--- src/rtl/apb_fetch_unit.sv ---
// apb_fetch_unit
//   Instruction-fetch front end. It issues read-only APB fetches and buffers
//   the returned words in a DEPTH-entry prefetch FIFO. The core drains the
//   FIFO through a valid/ready handshake and redirects fetch on taken
//   branches and jumps.
//
// Ports
//   APB_PCLK, APB_PRESETn     clock and synchronous active-low reset
//   APB_paddr/psel/penable    APB master request (pwrite tied 0, pstb tied 1111)
//   APB_prdata/pready/perr    APB completion; perr is sampled with pready
//   redirect_valid/pc         flush the FIFO and restart fetch at redirect_pc
//   insn_valid/data/pc/err    FIFO head; insn_err marks a word fetched with perr
//   insn_ready                core accepts the head this cycle
//   level                     FIFO occupancy
//   halted                    a zero instruction word was consumed; fetch stopped
module apb_fetch_unit #(
    parameter int                    ADDR_WIDTH = 32,
    parameter int                    DATA_WIDTH = 32,
    parameter int                    DEPTH      = 4,
    parameter logic [ADDR_WIDTH-1:0] RESET_PC   = '0
) (
    input  logic                         APB_PCLK,
    input  logic                         APB_PRESETn,
    output logic [ADDR_WIDTH-1:0]        APB_paddr,
    output logic                         APB_psel,
    output logic                         APB_penable,
    output logic                         APB_pwrite,
    output logic [3:0]                   APB_pstb,
    input  logic [DATA_WIDTH-1:0]        APB_prdata,
    input  logic                         APB_pready,
    input  logic                         APB_perr,
    input  logic                         redirect_valid,
    input  logic [ADDR_WIDTH-1:0]        redirect_pc,
    output logic                         insn_valid,
    output logic [DATA_WIDTH-1:0]        insn_data,
    output logic [ADDR_WIDTH-1:0]        insn_pc,
    output logic                         insn_err,
    input  logic                         insn_ready,
    output logic [$clog2(DEPTH+1)-1:0]   level,
    output logic                         halted
);

    localparam int STEP = DATA_WIDTH / 8;
    localparam int PW   = $clog2(DEPTH);
    localparam int LW   = $clog2(DEPTH + 1);

    typedef enum logic [1:0] {IDLE, SETUP, ACCESS} state_t;

    state_t                  state_reg, state_next;
    logic [ADDR_WIDTH-1:0]   fpc_reg, fpc_next;
    logic [ADDR_WIDTH-1:0]   paddr_reg, paddr_next;
    logic                    stall_reg, stall_next;
    logic                    discard_reg, discard_next;
    logic                    halted_reg, halted_next;
    logic [LW-1:0]           level_reg, level_next;
    logic [PW-1:0]           wr_ptr_reg, rd_ptr_reg;

    logic [DATA_WIDTH-1:0]   mem_data [DEPTH];
    logic [ADDR_WIDTH-1:0]   mem_pc   [DEPTH];
    logic [DEPTH-1:0]        mem_err;

    logic                    redir, complete, push, pop, halt_set, issue_ok;
    logic [ADDR_WIDTH-1:0]   redirect_aligned;

    // Once halted the redirect input is ignored entirely.
    assign redir            = redirect_valid && !halted_reg;
    assign redirect_aligned = redirect_pc & ~ADDR_WIDTH'(STEP - 1);
    assign complete         = (state_reg == ACCESS) && APB_pready;
    assign pop              = insn_valid && insn_ready;
    assign halt_set         = pop && !redir && (insn_data == '0) && !insn_err;
    assign halted_next      = halted_reg || halt_set;
    // A redirect or halt in the completion cycle drops the returning word.
    assign push             = complete && !discard_reg && !redir && !halted_next;

    always_comb begin
        level_next   = level_reg;
        stall_next   = stall_reg;
        discard_next = discard_reg;
        fpc_next     = fpc_reg;
        if (redir) begin
            level_next = '0;
            stall_next = 1'b0;
            fpc_next   = redirect_aligned;
        end else begin
            level_next = level_reg + LW'(push) - LW'(pop);
            if (push && APB_perr)
                stall_next = 1'b1;
            if (complete && !discard_reg)
                fpc_next = fpc_reg + ADDR_WIDTH'(STEP);
        end
        // A transfer caught by a redirect still finishes on the bus; its
        // data is dropped when it completes.
        if (complete)
            discard_next = 1'b0;
        else if (redir && state_reg != IDLE)
            discard_next = 1'b1;
    end

    // Reservation check uses the post-update occupancy; any transfer still
    // on the bus at this point is the one completing this cycle, already
    // reflected in level_next.
    assign issue_ok = (level_next < LW'(DEPTH)) && !stall_next && !halted_next && !redir;

    always_comb begin
        state_next = state_reg;
        paddr_next = paddr_reg;
        case (state_reg)
            IDLE: begin
                if (issue_ok) begin
                    state_next = SETUP;
                    paddr_next = fpc_next;
                end
            end
            SETUP: state_next = ACCESS;
            ACCESS: begin
                if (APB_pready) begin
                    if (issue_ok) begin
                        state_next = SETUP;
                        paddr_next = fpc_next;
                    end else begin
                        state_next = IDLE;
                    end
                end
            end
            default: state_next = IDLE;
        endcase
    end

    always_ff @(posedge APB_PCLK) begin
        if (!APB_PRESETn) begin
            state_reg   <= IDLE;
            fpc_reg     <= RESET_PC;
            paddr_reg   <= RESET_PC;
            stall_reg   <= 1'b0;
            discard_reg <= 1'b0;
            halted_reg  <= 1'b0;
            level_reg   <= '0;
            wr_ptr_reg  <= '0;
            rd_ptr_reg  <= '0;
        end else begin
            state_reg   <= state_next;
            fpc_reg     <= fpc_next;
            paddr_reg   <= paddr_next;
            stall_reg   <= stall_next;
            discard_reg <= discard_next;
            halted_reg  <= halted_next;
            level_reg   <= level_next;
            if (redir) begin
                wr_ptr_reg <= '0;
                rd_ptr_reg <= '0;
            end else begin
                if (push)
                    wr_ptr_reg <= wr_ptr_reg + PW'(1);
                if (pop)
                    rd_ptr_reg <= rd_ptr_reg + PW'(1);
            end
        end
    end

    // FIFO storage; entries are cleared on reset so the head reads as zero.
    genvar gi;
    generate
        for (gi = 0; gi < DEPTH; gi++) begin : g_entry
            always_ff @(posedge APB_PCLK) begin
                if (!APB_PRESETn) begin
                    mem_data[gi] <= '0;
                    mem_pc[gi]   <= '0;
                    mem_err[gi]  <= 1'b0;
                end else if (push && wr_ptr_reg == PW'(gi)) begin
                    mem_data[gi] <= APB_prdata;
                    mem_pc[gi]   <= paddr_reg;
                    mem_err[gi]  <= APB_perr;
                end
            end
        end
    endgenerate

    assign APB_paddr   = paddr_reg;
    assign APB_psel    = (state_reg != IDLE);
    assign APB_penable = (state_reg == ACCESS);
    assign APB_pwrite  = 1'b0;
    assign APB_pstb    = 4'b1111;

    assign insn_valid  = (level_reg != '0) && !halted_reg;
    assign insn_data   = mem_data[rd_ptr_reg];
    assign insn_pc     = mem_pc[rd_ptr_reg];
    assign insn_err    = mem_err[rd_ptr_reg];
    assign level       = level_reg;
    assign halted      = halted_reg;

endmodule

--- config.mk ---
export PLATFORM = sky130hd
export DESIGN_NAME = apb_fetch_unit
export DESIGN_NICKNAME = d
export VERILOG_FILES = /design/src/rtl/apb_fetch_unit.sv
export SDC_FILE = /design/constraint.sdc
export NUM_CORES = 1
export LEC_CHECK = 0
export CORE_ASPECT_RATIO = 1.25
export CORE_MARGIN = 2
export CORE_UTILIZATION = 29
export DETAILED_ROUTE_END_ITERATION = 16
export PLACE_DENSITY = 0.52
export SLEW_MARGIN = 20
export SYNTH_ARGS = -nofsm -noshare
export SYNTH_HDL_FRONTEND = slang
export SYNTH_SLANG_ARGS = --single-unit
export TNS_END_PERCENT = 10
--- constraint.sdc ---
create_clock -name APB_PCLK -period 10.4 [get_ports APB_PCLK]
set_input_delay 1.04 -clock APB_PCLK [delete_from_list [all_inputs] [get_ports APB_PCLK]]
set_output_delay 1.04 -clock APB_PCLK [all_outputs]
set_load 0.02 [all_outputs]
==> results of run 1 <==
[critical path, cell delays in order (launching register included)]
cell       delay, ns
dfxtp_4         0.86
buf_4           0.72
mux4_2          0.62
nor4_1          0.33
nand3_1         0.30
o41a_1          0.56
nand2_1         0.24
ha_1            0.16
inv_1           0.04
ha_1            0.18
fa_1            0.38
xnor2_1         0.19
xnor2_1         0.17
nand2_1         0.12
a2111oi_4       0.19
buf_4           0.47
mux2_1          0.38
[through the flow]
step,setup slack [ns],hold WS [ns],power (uW),instances
3_3_place_gp,4.094,0.4521,1802,1836
5_1_grt,3.627,0.4921,3177,1904
3_5_place_dp,4.039,0.4589,1805,1836
2_1_floorplan,3.398,0.4353,1676,1053
4_1_cts,4.027,0.4721,3116,1904
6_report,4.306,0.4690,3066,1905
[routing by layer]
layer	GRT usage, %	vias to the layer above
met5	0	-
met3	2.919	49
met4	5.020	4
met2	26.89	198
met1	18.41	4404
li1	-	4127
[placed cells by master, fill, tap and decap left out, types with 12 or more instances in the layout]
cell / count
and2_1: 287
edfxtp_1: 256
clkdlybuf4s50_1: 170
dfxtp_1: 80
mux4_2: 65
nand2_1: 42
clkbuf_16: 40
nor2_1: 31
mux2_1: 26
nand3_1: 17
buf_4: 17
o21ai_0: 14
xor2_1: 12
inv_1: 12
clkbuf_1: 12
[cells by family (layout without fill, tap and decap cells)]
group,after synthesis,in the layout
compound gates,50,50
mux,101,101
flops,338,338
xor+xnor,22,22
simple gates,447,447
fa+ha+maj,8,8
buf+inv,82,268
other cells,2,6
[power breakdown]
part           internal [uW]  switching, uW
clock                    750            547
combinational            105            126
sequential              1500           34.0
total                   2360            707
[worst paths after layout]
| check | to | cells after the start | slack [ns] |
|---|---|---|---|
| worst max register to register | APB_paddr[18] | 16 | 4.31 |
| worst min-delay path | mem_err[1] | 2 | 0.47 |
| worst max-delay path | APB_paddr[18] | 16 | 4.31 |
| worst min register to register | mem_err[1] | 2 | 0.47 |
[layout make-up]
cell class              count  area (um^2)
diodes                      1        2.502
clock buffers              55         1087
clock inverters            13        86.33
fillers                  4979        32840
inverters                  12        45.04
multi-input cells         633         5251
flip-flops and latches    338         9336
well taps                 665        832.0
repair buffers            188         1834
==> flow_metrics.env, run 1 <==
export IMPL_maxCapViolations=0
export IMPL_synthSimpleGateAreaFrac_pct=17.55
export IMPL_path_clk_slew_ns=0.06
export IMPL_cts_max_path_buffers=3
export IMPL_min_delay_start="mem_err[1]"
export IMPL_final_hold_violation_count=0
export IMPL_worstPathMaxFanout=33
export IMPL_synth_edf_count=256
export IMPL_synth_most_common_cell="and2_1"
export IMPL_firstDrtPassIters=4
export IMPL_hpwl_um=23700
export IMPL_rsz0062_at_grt="false"
export IMPL_synth_top_family_by_area="simple AND/OR/NAND/NOR gates"
export IMPL_cts_hold_buf=0
export IMPL_maxSlewViolCount=0
export IMPL_synth_compound_area_share_pct=2.556
export IMPL_syn_avg_cell_area_um2=14.26
export IMPL_dr_first_iter_drc_count=370
export IMPL_synth_seq_area_share_pct=62.29
export IMPL_utilization_pct=36.00
export IMPL_cts_tree="done"
export IMPL_yosys_area_share_adder_pct=0.7185
export IMPL_cts_root_buf="clkbuf_16"
export IMPL_die_area_um2=53490
export IMPL_synth_seq_cells=338
export IMPL_design_area_um2=18480
export IMPL_ios=179
export IMPL_critPathRequiredTime_ns=10.83
export IMPL_synth_ff_type="edfxtp_1"
export IMPL_synth_cell_types=48
export IMPL_async_flop_share_pct=0
export IMPL_antenna_found_initial=3
export IMPL_avgViaCountPerCell=4.610
export IMPL_crit_path_end_kind="flop"
export IMPL_cts_htree_levels=2
export IMPL_final_period_utilization_pct=58.60
export IMPL_synth_top_area_share_pct=51.33
export IMPL_die_x_um=207.3
export IMPL_cts_resized=0
export IMPL_via_count=8782
export IMPL_min_period_ns=6.094
export IMPL_top_regs="mem_data: 128 flops, mem_pc: 128 flops"
export IMPL_drc=0
export IMPL_grt_pass1_wl_um=60500
export IMPL_start_util_pct=29.19
export IMPL_setup_viol=0
export IMPL_grt_max_degree=65
export IMPL_numClockSinks=338
export IMPL_power_density_nw_per_um2=166.0
export IMPL_rows=93
export IMPL_outcome="completed"
export IMPL_synth_xor_area_share_pct=1.287
export IMPL_cts_buffers=38
export IMPL_drt_wl_total_um=40200
export IMPL_highest_layer="met5"
export IMPL_worst_pin_slew_ns=1.001
export IMPL_synth_commonest_cells="and2_1 (287), edfxtp_1 (256), dfxtp_1 (82)"
export IMPL_tns_ns=0
export IMPL_core_area_um2=51320
export IMPL_place_congestion=0.7115
export IMPL_route_met3_wl_um=2072
export IMPL_die_h_um=258.1
export IMPL_synth_mux_area_share_pct=12.42
export IMPL_relSlewSlack_pct=33.29
export IMPL_place_area_um2=17290
export IMPL_synth_area_leaders="edfxtp_1 (51%), and2_1 (12%), dfxtp_1 (11%), mux4_2 (9.8%), mux2_1 (2.0%)"
export IMPL_routed_wl_met2_um=20400
export IMPL_ys_warn_count=0
export IMPL_netlist_area_um2=14980
export IMPL_grt_pass1_vias=9519
export IMPL_io_buffers=171
export IMPL_ant_nets=0
export IMPL_postCtsSetupRepairBufs=0
export IMPL_hold_path_class="reg -> reg"
export IMPL_syn_inst=1050
export IMPL_ir_drop_mv=0.1219
export IMPL_wl_met1_um=16790
export IMPL_clock_latency_ns=0.55
export IMPL_arrival_ns=6.53
export IMPL_fmax_mhz=164.1
export IMPL_grt_use_total_pct=15.14
export IMPL_power_leakage_uw=0.006612
export IMPL_routedWlPerCell_um=21.10
export IMPL_critPathLaunchType="flop"
export IMPL_syn_to_final_growth_pct=23.36
export IMPL_grt_overflow=0
export IMPL_path_class="reg -> reg"
export IMPL_fin_skew_ns=0.02574
export IMPL_final_nets=1289
export IMPL_drive_above_1_share_pct=12.99
export IMPL_yosys_area_top_type="edfxtp_1"
Power figures use the tool's default switching activity.
==> inputs of run 2 (changes only) <==
==> constraint.sdc (replaced) <==
create_clock -name APB_PCLK -period 5.9 [get_ports APB_PCLK]
set_input_delay 0.59 -clock APB_PCLK [delete_from_list [all_inputs] [get_ports APB_PCLK]]
set_output_delay 0.59 -clock APB_PCLK [all_outputs]
set_load 0.02 [all_outputs]
==> flow_metrics.env, run 2 (synthesized netlist as in run 1, its figures left out) <==
export IMPL_cts_buffers=38
export IMPL_power_leakage_uw=0.006632
export IMPL_cts_root_buf="clkbuf_16"
export IMPL_p_comb_share_pct=7.6
export IMPL_dp_cells=1841
export IMPL_reg2reg_slack_ns=0.80
export IMPL_cts_max_path_buffers=3
export IMPL_seqPwrFrac_pct=50.4
export IMPL_rows=93
export IMPL_crit_path_end_kind="flop"
export IMPL_path_buf_inv=3
export IMPL_die_h_um=258.1
export IMPL_grt_use_total_pct=14.71
export IMPL_dr_first_iter_drc_count=373
export IMPL_cpMaxStageDelayCell="dfxtp_4"
export IMPL_start_util_pct=29.19
export IMPL_clock_latency_ns=0.55
export IMPL_path_class="reg -> reg"
export IMPL_fin_skew_ns=0.02937
export IMPL_path_clk_slew_ns=0.06
export IMPL_drive_above_1_share_pct=13.37
export IMPL_worst_pin_slew_ns=1.064
export IMPL_path_depth=16
export IMPL_io_buffers=171
export IMPL_power_density_nw_per_um2=290.2
export IMPL_drc=0
export IMPL_hold_path_class="reg -> reg"
export IMPL_fmax_mhz=195.9
export IMPL_outcome="completed"
export IMPL_cts_hold_buf=0
export IMPL_tns_ns=0
export IMPL_mostFrequentLayoutCells="and2_1 (287), edfxtp_1 (256), clkdlybuf4s50_1 (170)"
export IMPL_layout_commonest_cell="and2_1"
export IMPL_relSlewSlack_pct=29.03
export IMPL_die_x_um=207.3
export IMPL_holdWs_ns=0.4602
export IMPL_top_regs="mem_data: 128 flops, mem_pc: 128 flops"
export IMPL_via_count=8822
export IMPL_crit_end="APB_paddr[10]"
export IMPL_maxSlewViolCount=0
export IMPL_drt_wl_total_um=39290
export IMPL_arrival_ns=5.54
export IMPL_rr_endpoint="APB_paddr[10]"
export IMPL_firstDrtPassIters=5
export IMPL_final_nets=1294
export IMPL_maxCapViolations=0
export IMPL_rsz0062_at_grt="false"
export IMPL_p_sw_uw=1233
export IMPL_antenna_found_initial=8
export IMPL_critPathLaunchType="flop"
export IMPL_critPathRequiredTime_ns=6.33
export IMPL_place_congestion=0.7486
export IMPL_routedWlPerCell_um=20.58
export IMPL_worstPathMaxFanout=33
export IMPL_place_ws_ns=0.7335
export IMPL_grt_pass1_wl_um=59400
export IMPL_grt_max_degree=65
export IMPL_crit_chain="buf_12 -> mux4_2 -> nor4_1 -> nand3_1 -> o41a_1 -> nand2_1 -> ha_1 -> inv_1 -> ha_1 -> fa_1 -> xnor2_1 -> xnor2_1 -> nand2_1 -> a2111oi_4 -> buf_12 -> mux2_1"
export IMPL_ir_drop_mv=0.2696
export IMPL_hpwl_um=23940
export IMPL_min_period_ns=5.104
export IMPL_final_period_utilization_pct=86.52
export IMPL_ff2ff_path_depth=16
export IMPL_ant_nets=0
export IMPL_crit_family="simple AND/OR/NAND/NOR gates"
export IMPL_cpPeakStageDelay_ns=0.63
export IMPL_avgViaCountPerCell=4.621
export IMPL_die_area_um2=53490
export IMPL_clkPwrFrac_pct=42.0
export IMPL_core_area_um2=51320
export IMPL_numClockSinks=338
export IMPL_syn_to_final_growth_pct=23.70
export IMPL_final_hold_violation_count=0
export IMPL_cts_htree_levels=2
export IMPL_grt_overflow=0
export IMPL_swShare_pct=22.94
export IMPL_cts_resized=0
export IMPL_setup_viol=0
export IMPL_postCtsSetupRepairBufs=0
export IMPL_fin_cells=1909
export IMPL_cts_tree="done"
export IMPL_worst_slack_ns=0.7955
export IMPL_p_int_uw=4143
export IMPL_ios=179
export IMPL_fill_cells=4982
export IMPL_grt_pass1_vias=9516
## run 2: cell types whose count changed in the layout (fill, tap and decap cells not counted), moves of 2 or more
| cell | change |
|---|---|
| clkbuf_8 | +4 |
| clkinv_1 | -4 |
| buf_4 | +3 |
| clkinv_2 | -3 |
| buf_12 | +2 |
| clkinvlp_4 | +2 |
## run 2: per-stage QoR
| step | utilization (%) | total power, uW | instance area [um^2] |
|---|---|---|---|
| floorplan | - | 2952 | 14990 |
| global placement | 33.82 | 3175 | 17350 |
| detailed placement | 33.82 | 3181 | 17350 |
| CTS | 36.08 | 5456 | 18520 |
| global route | 36.09 | 5568 | 18520 |
| finish | 36.10 | 5376 | 18530 |
## run 2: layout make-up
| type | instances | area (um^2) | share of cell area [%] |
|---|---|---|---|
| inverter | 12 | 45.04 | 0.2431 |
| multi-input combinational | 633 | 5249 | 28.33 |
| antenna | 2 | 5.005 | 0.02701 |
| sequential | 338 | 9336 | 50.40 |
| timing repair buffer | 193 | 1897 | 10.24 |
| tap | 665 | 832.0 | 4.491 |
| clock buffer | 59 | 1121 | 6.051 |
| clock inverter | 7 | 41.29 | 0.2229 |
## run 2: worst reg2reg max path: stages, from the launching register on
cell and delay, ns:
dfxtp_4 0.63, buf_12 0.24, mux4_2 0.53, nor4_1 0.32
nand3_1 0.29, o41a_1 0.58, nand2_1 0.25, ha_1 0.16
inv_1 0.04, ha_1 0.18, fa_1 0.37, xnor2_1 0.20
xnor2_1 0.17, nand2_1 0.12, a2111oi_4 0.26, buf_12 0.28
mux2_1 0.37
## run 2: power groups by stage
stage	combinational [uW]	sequential (uW)	clock [uW]
floorplan	185	2770	0
global placement	416	2760	0
detailed placement	418	2760	0
CTS	420	2710	2320
global route	440	2720	2400
finish	408	2710	2260
## run 2: worst min-delay path by stage
| stage | startpoint | to | slack [ns] | cells after the start |
|---|---|---|---|---|
| after floorplan | mem_err[2] | mem_err[2] | 0.44 | 2 |
| after global placement | mem_err[3] | mem_err[3] | 0.45 | 2 |
| after detailed placement | mem_err[3] | mem_err[3] | 0.45 | 2 |
| after CTS | mem_err[3] | mem_err[3] | 0.46 | 2 |
| after global routing | mem_err[3] | mem_err[3] | 0.48 | 2 |
| final | mem_err[3] | mem_err[3] | 0.46 | 2 |
## run 2: per-layer routing
| layer | vias up | track usage, % | share of wire [%] |
|---|---|---|---|
| met5 | - | 0 | 0.23 |
| li1 | 4136 | - | - |
| met1 | 4416 | 17.03 | 41 |
| met2 | 199 | 26.38 | 51 |
| met3 | 57 | 3.831 | 5.5 |
| met4 | 14 | 4.861 | 2.2 |
==> inputs of run 3 (changes only) <==
--- a/config.mk
+++ b/config.mk
@@ -6,10 +6,10 @@
 export NUM_CORES = 1
 export LEC_CHECK = 0
 export CORE_ASPECT_RATIO = 1.25
-export CORE_MARGIN = 2
-export CORE_UTILIZATION = 29
+export CORE_MARGIN = 10
+export CORE_UTILIZATION = 50
 export DETAILED_ROUTE_END_ITERATION = 16
-export PLACE_DENSITY = 0.52
+export PLACE_DENSITY = 0.78
 export SLEW_MARGIN = 20
 export SYNTH_ARGS = -nofsm -noshare
 export SYNTH_HDL_FRONTEND = slang
==> flow_metrics.env, run 3 (synthesized netlist as in run 1, its figures left out) <==
export IMPL_start_util_pct=50.89
export IMPL_cts_tree="done"
export IMPL_maxSlewViolCount=0
export IMPL_cts_htree_levels=2
export IMPL_place_congestion=0.8359
export IMPL_relSlewSlack_pct=27.76
export IMPL_cpPeakStageDelay_ns=0.61
export IMPL_register_area_um2=9336
export IMPL_antenna_found_initial=2
export IMPL_design_area_um2=18090
export IMPL_path_clk_slew_ns=0.06
export IMPL_path_common_cell="nand2_1"
export IMPL_arrival_ns=5.58
export IMPL_fin_cells=1632
export IMPL_ios=179
export IMPL_cts_hold_buf=0
export IMPL_cts_root_buf="clkbuf_16"
export IMPL_critPathRequiredTime_ns=6.28
export IMPL_hold_path_class="reg -> reg"
export IMPL_grt_pass1_vias=9541
export IMPL_power_density_nw_per_um2=290.1
export IMPL_fill_cells=2319
export IMPL_numClockSinks=338
export IMPL_grt_use_total_pct=18.70
export IMPL_cts_buffers=34
export IMPL_grt_max_degree=65
export IMPL_avgViaCountPerCell=5.442
export IMPL_layout_commonest_cell="and2_1"
export IMPL_dr_first_iter_drc_count=649
export IMPL_path_class="reg -> reg"
export IMPL_outcome="completed"
export IMPL_mostFrequentLayoutCells="and2_1 (287), edfxtp_1 (256), clkdlybuf4s50_1 (170)"
export IMPL_maxCapViolations=0
export IMPL_cpMaxStageDelayCell="o41a_1"
export IMPL_final_period_utilization_pct=88.28
export IMPL_fmax_mhz=192.0
export IMPL_hpwl_um=21850
export IMPL_firstDrtPassIters=5
export IMPL_min_period_ns=5.208
export IMPL_dp_cells=1570
export IMPL_top_regs="mem_data: 128 flops, mem_pc: 128 flops"
export IMPL_crit_path_end_kind="flop"
export IMPL_core_area_um2=29430
export IMPL_grt_pass1_wl_um=54590
export IMPL_die_x_um=174.8
export IMPL_cts_resized=0
export IMPL_rsz0062_at_grt="false"
export IMPL_postCtsSetupRepairBufs=0
export IMPL_crit_chain="buf_4 -> mux4_2 -> nor4_2 -> nand2_1 -> o41a_1 -> nand2_1 -> ha_1 -> inv_1 -> ha_1 -> fa_1 -> xnor2_1 -> xnor2_1 -> nand2_1 -> a2111oi_4 -> buf_12 -> mux2_1"
export IMPL_cts_max_path_buffers=3
export IMPL_power_leakage_uw=0.006596
export IMPL_worst_pin_slew_ns=1.084
export IMPL_io_buffers=171
export IMPL_rows=70
export IMPL_multi_input_area_um2=5241
export IMPL_grt_overflow=0
export IMPL_via_count=8882
export IMPL_ant_nets=0
export IMPL_place_area_um2=16990
export IMPL_drt_wl_total_um=34930
export IMPL_routedWlPerCell_um=21.41
export IMPL_reg2reg_slack_ns=0.69
export IMPL_critPathLaunchType="flop"
export IMPL_drc=0
export IMPL_crit_family="compound AO/OA/AOI/OAI gates"
export IMPL_syn_to_final_growth_pct=20.78
export IMPL_final_hold_violation_count=0
export IMPL_clock_latency_ns=0.51
export IMPL_setup_viol=0
export IMPL_worstPathMaxFanout=32
export IMPL_drive_above_1_share_pct=13.20
export IMPL_path_buf_inv=3
export IMPL_die_h_um=213.5
export IMPL_final_nets=1288
export IMPL_ir_drop_mv=0.1804
export IMPL_die_area_um2=37320
export IMPL_fin_skew_ns=0.02156
export IMPL_tns_ns=0
## run 3: final timing paths
kind / startpoint / end / depth (start not counted)
setup / recovery: flop / APB_paddr[24] / 16
hold / removal: mem_err[3] / mem_err[3] / 2
setup reg to reg: flop / APB_paddr[24] / 16
hold reg to reg: mem_err[3] / mem_err[3] / 2
## run 3: per-layer routing
metal | vias to the layer above | GRT usage (%) | part of all wire (%)
met1 | 4460 | 22.65 | 40
met3 | 46 | 4.541 | 6.7
met4 | 2 | 4.215 | 1.6
met2 | 248 | 33.22 | 51
li1 | 4126 | - | -
met5 | - | 0 | 0.020
## run 3: cell type report
class | count | share of cell area [%]
flip-flops and latches | 338 | 51.61
clock buffers | 47 | 5.201
well taps | 396 | 2.739
multi-input cells | 633 | 28.97
repair buffers | 191 | 10.33
inverters | 12 | 0.2490
clock inverters | 14 | 0.8784
diodes | 1 | 0.01383
## run 3: worst min-delay path, stage by stage (launching register included)
cell	delay, ns
dfxtp_1	0.31
nand2_1	0.05
mux2i_1	0.06
## run 3: metrics by stage
| step | hold WS, ns | utilization, % | setup WS [ns] | power [uW] |
|---|---|---|---|---|
| 2_1_floorplan | 0.4353 | - | 0.7445 | 2952 |
| 3_3_place_gp | 0.4451 | 57.73 | 0.7419 | 3160 |
| 3_5_place_dp | 0.4595 | 57.73 | 0.6894 | 3170 |
| 4_1_cts | 0.4680 | 61.46 | 0.6377 | 5292 |
| 5_1_grt | 0.4928 | 61.47 | 0.3237 | 5418 |
| 6_report | 0.4662 | 61.47 | 0.6916 | 5247 |
## run 3: power by group
part | leakage (uW) | switching [uW] | internal [uW]
Combinational | 0.00274 | 216 | 186
Clock | 0.000540 | 879 | 1260
Sequential | 0.00331 | 59.1 | 2650
